$ cat src/rtl/avmm_pkg.sv
// ============================================================================
// Module      : avmm_pkg
// Description : Shared types and defaults for the Avalon-MM word master.
// Revision    : 1.0 - initial release
// ============================================================================
`default_nettype none

package avmm_pkg;

    localparam int DEF_DATA_WIDTH = 32;
    localparam int DEF_ADDR_WIDTH = 15;

    localparam logic [DEF_DATA_WIDTH/8-1:0] BE_ALL_ONES = '1;

    typedef enum logic [2:0] {
        ST_IDLE     = 3'd0,
        ST_WR_FETCH = 3'd1,
        ST_WR_ISSUE = 3'd2,
        ST_RD_ISSUE = 3'd3,
        ST_RD_WAIT  = 3'd4,
        ST_RD_PUSH  = 3'd5,
        ST_FINISH   = 3'd6
    } state_t;

endpackage

`default_nettype wire

$ cat src/rtl/avmm_xfer_counter.sv
// ============================================================================
// Module      : avmm_xfer_counter
// Description : Loadable word address (wrapping) and remaining-word counter.
// Revision    : 1.0 - initial release
// ============================================================================
`default_nettype none

module avmm_xfer_counter #(
    parameter int ADDR_WIDTH  = 15,
    parameter int COUNT_WIDTH = 16
) (
    input  logic                   clk,
    input  logic                   reset,
    input  logic                   i_load,
    input  logic [ADDR_WIDTH-1:0]  i_base,
    input  logic [COUNT_WIDTH-1:0] i_count,
    input  logic                   i_step,
    output logic [ADDR_WIDTH-1:0]  o_addr,
    output logic                   o_last
);

    logic [ADDR_WIDTH-1:0]  r_addr;
    logic [COUNT_WIDTH-1:0] r_remaining;

    // Address wraps naturally at 2^ADDR_WIDTH through truncation.
    always_ff @(posedge clk or negedge reset) begin
        if (!reset) begin
            r_addr      <= '0;
            r_remaining <= '0;
        end else if (i_load) begin
            r_addr      <= i_base;
            r_remaining <= i_count;
        end else if (i_step) begin
            r_addr      <= r_addr + 1'b1;
            r_remaining <= r_remaining - 1'b1;
        end
    end

    assign o_addr = r_addr;
    assign o_last = (r_remaining == COUNT_WIDTH'(1));

endmodule

`default_nettype wire

$ cat src/rtl/avmm_word_master.sv
// ============================================================================
// Module      : avmm_word_master
// Description : Avalon-MM master moving N sequential words between streams and
//               a word-addressed slave. Optional watchdog: AVMM_WORD_MASTER_TIMEOUT_EN.
// Revision    : 1.0 - initial release
// ============================================================================
`default_nettype none

module avmm_word_master
    import avmm_pkg::*;
#(
    parameter int DATA_WIDTH     = DEF_DATA_WIDTH,
    parameter int ADDR_WIDTH     = DEF_ADDR_WIDTH,
    parameter int COUNT_WIDTH    = 16,
    parameter int TIMEOUT_CYCLES = 1024
) (
    input  logic                    clk,
    input  logic                    reset,
    input  logic                    cmd_start,
    input  logic                    cmd_write,
    input  logic [ADDR_WIDTH-1:0]   cmd_base,
    input  logic [COUNT_WIDTH-1:0]  cmd_count,
    output logic                    busy,
    output logic                    done,
    output logic                    error,
    input  logic [DATA_WIDTH-1:0]   wr_data,
    input  logic                    wr_valid,
    output logic                    wr_ready,
    output logic [DATA_WIDTH-1:0]   rd_data,
    output logic                    rd_valid,
    input  logic                    rd_ready,
    output logic [ADDR_WIDTH-1:0]   master_address,
    output logic                    master_read,
    output logic                    master_write,
    output logic [DATA_WIDTH-1:0]   master_writedata,
    output logic [DATA_WIDTH/8-1:0] master_byteenable,
    input  logic [DATA_WIDTH-1:0]   master_readdata,
    input  logic                    master_waitrequest,
    input  logic                    master_readdatavalid
);

    state_t                r_state;
    logic [DATA_WIDTH-1:0] r_wdata;
    logic [DATA_WIDTH-1:0] r_rdata;
    logic                  w_accept;
    logic                  w_step;
    logic                  w_leave;
    logic                  w_last;
    logic                  w_timeout;
    logic [ADDR_WIDTH-1:0] w_addr;

    assign w_accept = (r_state == ST_IDLE) && cmd_start;
    assign w_step   = ((r_state == ST_WR_ISSUE) && !master_waitrequest) ||
                      ((r_state == ST_RD_PUSH)  && rd_ready);

    // Condition under which the current state is left on the next edge.
    always_comb begin
        w_leave = 1'b1;
        case (r_state)
            ST_IDLE:     w_leave = cmd_start;
            ST_WR_FETCH: w_leave = wr_valid;
            ST_WR_ISSUE: w_leave = !master_waitrequest;
            ST_RD_ISSUE: w_leave = !master_waitrequest;
            ST_RD_WAIT:  w_leave = master_readdatavalid;
            ST_RD_PUSH:  w_leave = rd_ready;
            default:     w_leave = 1'b1;
        endcase
    end

    avmm_xfer_counter #(
        .ADDR_WIDTH  (ADDR_WIDTH),
        .COUNT_WIDTH (COUNT_WIDTH)
    ) u_counter (
        .clk     (clk),
        .reset   (reset),
        .i_load  (w_accept),
        .i_base  (cmd_base),
        .i_count (cmd_count),
        .i_step  (w_step),
        .o_addr  (w_addr),
        .o_last  (w_last)
    );

    always_ff @(posedge clk or negedge reset) begin
        if (!reset) begin
            r_state <= ST_IDLE;
            r_wdata <= '0;
            r_rdata <= '0;
        end else begin
            case (r_state)
                ST_IDLE: begin
                    if (cmd_start) begin
                        if (cmd_count == '0)
                            r_state <= ST_FINISH;
                        else if (cmd_write)
                            r_state <= ST_WR_FETCH;
                        else
                            r_state <= ST_RD_ISSUE;
                    end
                end
                ST_WR_FETCH: begin
                    if (wr_valid) begin
                        r_wdata <= wr_data;
                        r_state <= ST_WR_ISSUE;
                    end
                end
                ST_WR_ISSUE: begin
                    if (!master_waitrequest)
                        r_state <= w_last ? ST_FINISH : ST_WR_FETCH;
                    else if (w_timeout)
                        r_state <= ST_FINISH;
                end
                ST_RD_ISSUE: begin
                    if (!master_waitrequest) begin
                        // Zero-latency slaves may return data in the accept cycle.
                        if (master_readdatavalid) begin
                            r_rdata <= master_readdata;
                            r_state <= ST_RD_PUSH;
                        end else begin
                            r_state <= ST_RD_WAIT;
                        end
                    end else if (w_timeout) begin
                        r_state <= ST_FINISH;
                    end
                end
                ST_RD_WAIT: begin
                    if (master_readdatavalid) begin
                        r_rdata <= master_readdata;
                        r_state <= ST_RD_PUSH;
                    end else if (w_timeout) begin
                        r_state <= ST_FINISH;
                    end
                end
                ST_RD_PUSH: begin
                    if (rd_ready)
                        r_state <= w_last ? ST_FINISH : ST_RD_ISSUE;
                end
                ST_FINISH: r_state <= ST_IDLE;
                default:   r_state <= ST_IDLE;
            endcase
        end
    end

`ifdef AVMM_WORD_MASTER_TIMEOUT_EN
    localparam int c_WDOG_W = (TIMEOUT_CYCLES > 1) ? $clog2(TIMEOUT_CYCLES) : 1;

    logic [c_WDOG_W-1:0] r_wdog;
    logic                r_error;

    // Only bus-side waits are guarded; stream stalls may last indefinitely.
    assign w_timeout = ((r_state == ST_WR_ISSUE) || (r_state == ST_RD_ISSUE) ||
                        (r_state == ST_RD_WAIT)) && !w_leave &&
                       (r_wdog == c_WDOG_W'(TIMEOUT_CYCLES - 1));

    always_ff @(posedge clk or negedge reset) begin
        if (!reset) begin
            r_wdog  <= '0;
            r_error <= 1'b0;
        end else begin
            if (w_leave || w_timeout)
                r_wdog <= '0;
            else
                r_wdog <= r_wdog + 1'b1;
            if (w_accept)
                r_error <= 1'b0;
            else if (w_timeout)
                r_error <= 1'b1;
        end
    end

    assign error = r_error;
`else
    assign w_timeout = 1'b0;
    assign error     = 1'b0;
`endif

    generate
        if (DATA_WIDTH == DEF_DATA_WIDTH) begin : g_be_default
            assign master_byteenable = BE_ALL_ONES;
        end else begin : g_be_generic
            assign master_byteenable = '1;
        end
    endgenerate

    assign busy             = (r_state != ST_IDLE);
    assign done             = (r_state == ST_FINISH);
    assign wr_ready         = (r_state == ST_WR_FETCH);
    assign rd_valid         = (r_state == ST_RD_PUSH);
    assign rd_data          = r_rdata;
    assign master_address   = w_addr;
    assign master_read      = (r_state == ST_RD_ISSUE);
    assign master_write     = (r_state == ST_WR_ISSUE);
    assign master_writedata = r_wdata;

endmodule

`default_nettype wire
$ cat config.mk
export PLATFORM = sky130hd
export DESIGN_NAME = avmm_word_master
export DESIGN_NICKNAME = d
export VERILOG_FILES = /design/src/rtl/avmm_pkg.sv /design/src/rtl/avmm_xfer_counter.sv /design/src/rtl/avmm_word_master.sv
export SDC_FILE = /design/constraint.sdc
export NUM_CORES = 1
export LEC_CHECK = 0
export ABC_AREA = 1
export CORE_ASPECT_RATIO = 0.6
export CORE_MARGIN = 5
export CORE_UTILIZATION = 41
export DETAILED_ROUTE_END_ITERATION = 10
export GPL_TIMING_DRIVEN = 0
export MAX_ROUTING_LAYER = met4
export PLACE_DENSITY_LB_ADDON = 0.25
export SYNTH_ARGS = -nofsm -noshare
export SYNTH_HDL_FRONTEND = slang
export SYNTH_HIERARCHICAL = 1
export SYNTH_SLANG_ARGS = --single-unit
$ cat constraint.sdc
create_clock -name clk -period 1.74 [get_ports clk]
set_clock_uncertainty 0.1 [all_clocks]
set_input_delay 0.435 -clock clk [delete_from_list [all_inputs] [get_ports clk]]
set_output_delay 0.435 -clock clk [all_outputs]
set_load 0.01 [all_outputs]
==> impl_metrics.yaml <==
clock_tree:
  clock_path_buffers: 2
  clock-root-buffer: "clkbuf_16"
  cts.htree.levels: 3
  worstSkewPairLatency_ns: 0.34
  cts_sinks: 98
  cts_tree: "yes"
  numCtsBuffers: 9
  ctsHoldBuffers: 0
  clk_pin_slew_ns: 0.07
global_routing:
  grt_pass1_wl_mm: 25.6
  grt_pass1_vias: 4820
  grt_antenna_before_repair: 0
  grtUsageTotal_pct: 21.7
  overflow: 0
  grt_max_degree: 57
placement:
  port_buffers: 187
  routabilityCongestion: 0.915
  dp_hpwl_mm: 11.8
critical_path:
  cp.required_ns: 1.20
  cp_cell_sequence: "buf_2 -> nand2_4 -> nor2_4 -> buf_6"
  path_delay_family: "flip-flops"
  crit_slowest_cell: "dfrtp_1"
  path_buf_inv: 2
  end_kind: "output pin"
  worstPathArrival_ns: 1.25
  critical_path_class: "flop to output pin"
  slowest_delay_ns: 0.39
  cp_max_fo: 4
  cp-start-kind: "flop"
yosys:
  synth_cell_type_count: 37
  ys_top_cells_by_area: "dfrtp_1, nand2_1, mux2_4"
  synth.largest_area_cell: "dfrtp_1"
  synth_top_area_share_pct: 46.8
  avgSynthCellArea_um2: 9.19
  ys_seq_area_share_pct: 46.8
  synth.yosys.warnings: 6
  synth_edf_count: 0
  synthArstFlopShare_pct: 100
  synth_common_cells: "nand2_1, dfrtp_1, inv_1"
  ys_seq_elements: 98
  synth_area_um2: 5250
  post-synth-top-count-cell: "nand2_1"
  synth_flop_cell: "dfrtp_1"
  synthCells: 571
pwr:
  combPwrFrac_pct: 55.1
  p_total_mw: 14.1
  clockPowerShare_pct: 14.5
  p_int_mw: 8.32
  ir_worst_vdd_mv: 0.686
  power_frac_seq_pct: 30.4
  leakage_nw: 4.12
  power_density_nw_per_um2: 1700
  swShare_pct: 40.8
  power.switching_mw: 5.74
timing:
  min_period_ns: 1.79
  period_share_pct: 103
  holdWs_ns: -0.00578
  worst_pin_slew_ns: 0.590
  setup_slack_ns: -0.0492
  maxSlewViolCount: 0
  hold_viol_final: 10
  max_slew_margin_pct: 60.6
  setup_viol: 6
  rsz0062_at_grt: "true"
  clock.fmax_mhz: 559
floorplanning:
  std_cell_rows: 32
  die_w_um: 156
  start_util_pct: 41.3
  ios: 193
  die_h_um: 97.6
  die_area_um2: 15200
  core_um2: 12700
final_layout:
  fin_nets: 915
  area_delta_synth_final_pct: 57.9
  diodes: 0
  drive_above_1_share_pct: 28.2
  final_util_pct: 65.3
route:
  via_per_inst: 4.96
  drtAntennaViolNets: 0
  wl_mm: 16.9
  drc: 0
  via_count: 4877
  drtIter0Drc: 343
  drt_pass1_iterations: 5
  routedWlPerCell_um: 17.2
outcome:
  outcome: "finished with violations"
  failed_checks: "negative hold slack, negative setup slack"
run:
  maxCapViolations: 0
hold_path:
  hold_path.class: "input port to asynchronous set/reset pin"
==> metrics by stage <==
| step | hold WS, ns | instances | TNS [ns] | setup slack, ns | instance area [µm²] |
|---|---|---|---|---|---|
| after floorplan | 0.0394 | 574 | 0 | 0.0363 | 5260 |
| after global placement | 0.364 | 931 | -371.02 | -3.64 | 7340 |
| after detailed placement | 0.368 | 932 | -17.58 | -0.574 | 7370 |
| after CTS | 0.00716 | 963 | -0.307 | -0.109 | 7820 |
| after global routing | 0.0323 | 983 | -1.41 | -0.0944 | 8280 |
| final | -0.00578 | 983 | -0.209 | -0.0492 | 8280 |
==> final timing paths <==
| path | start | to | slack, ns | cells past startpoint |
|---|---|---|---|---|
| worst min-delay path | reset | rd_data[28]$_DFFE_PN0P_ | -0.006 | 1 |
| worst min register to register | rd_data[1]$_DFFE_PN0P_ | rd_data[1]$_DFFE_PN0P_ | 0.38 | 2 |
| min in group clk | rd_data[1]$_DFFE_PN0P_ | rd_data[1]$_DFFE_PN0P_ | 0.38 | 2 |
| worst max register to register | r_state[0]$_DFFE_PN0P_ | u_counter/r_remaining[12]$_DFFE_PN0P_ | -0.05 | 9 |
| worst max-delay path | r_state[0]$_DFFE_PN0P_ | wr_ready | -0.05 | 4 |
| max in group asynchronous | reset | u_counter/r_remaining[2]$_DFFE_PN0P_ | 0.83 | 2 |
==> sequential cells by signal, summed over array words and instances (netlist names) <==
name	flops
master_writedata	32
rd_data	32
u_counter/r_remaining	16
u_counter/o_addr	15
r_state	3
==> cell usage in the layout, fill, tap and decap left out, types with 7 or more instances in the layout <==
cell / instances
a22oi_2: 11
buf_4: 30
buf_6: 27
clkbuf_16: 10
clkdlybuf4s50_1: 100
dfrtp_1: 88
dfrtp_2: 10
dlygate4sd2_1: 80
inv_1: 60
mux2_4: 30
nand2_1: 138
nand2_2: 10
nand2_4: 8
nand3_1: 27
nor2_1: 40
nor2_4: 11
o21ai_1: 7
o21ai_2: 35
==> per-layer routing <==
metal	GRT usage [%]	part of all wire (%)	vias up
met5	-	0	-
met4	4.71	0.86	0
met3	7.25	12	14
met2	30.4	44	260
met1	30.7	44	2295
li1	-	-	2308
==> cell families after synthesis <==
group	share of synthesized area [%]
simple gates	22.2
flops	46.8
buf+inv	8.83
compound gates	10.8
mux	9.02
xor+xnor	1.50
fa+ha+maj	0.716
other cells	0.143
==> layout make-up <==
cell class                      count  area (µm²)
Clock buffer                        9         225
Clock inverter                      6        66.3
Tap cell                          170         213
Inverter                           69         289
Timing Repair Buffer              223        2140
Fill cell                        1074        4410
Sequential cell                    98        2460
Buffer                             24         259
Multi-Input combinational cell    384        2620
==> what timing repair did <==
| action | CTS | global route |
|---|---|---|
| pin swaps | 7 | 14 |
| cloned | 2 | 4 |
| endpoints found under the setup margin | 118 | 61 |
| resized for setup | 152 | 83 |
| buffers inserted | 14 | 16 |
==> power by group through the flow <==
| stage | registers, mW | clock network, mW | logic (mW) |
|---|---|---|---|
| finish | 4.27 | 2.04 | 7.74 |
| global route | 4.43 | 2.17 | 8.36 |
| CTS | 4.22 | 2.10 | 6.93 |
| detailed placement | 4.29 | 0 | 6.93 |
| global placement | 4.24 | 0 | 6.81 |
| floorplan | 4.57 | 0 | 3.50 |
Power figures use the tool's default switching activity.
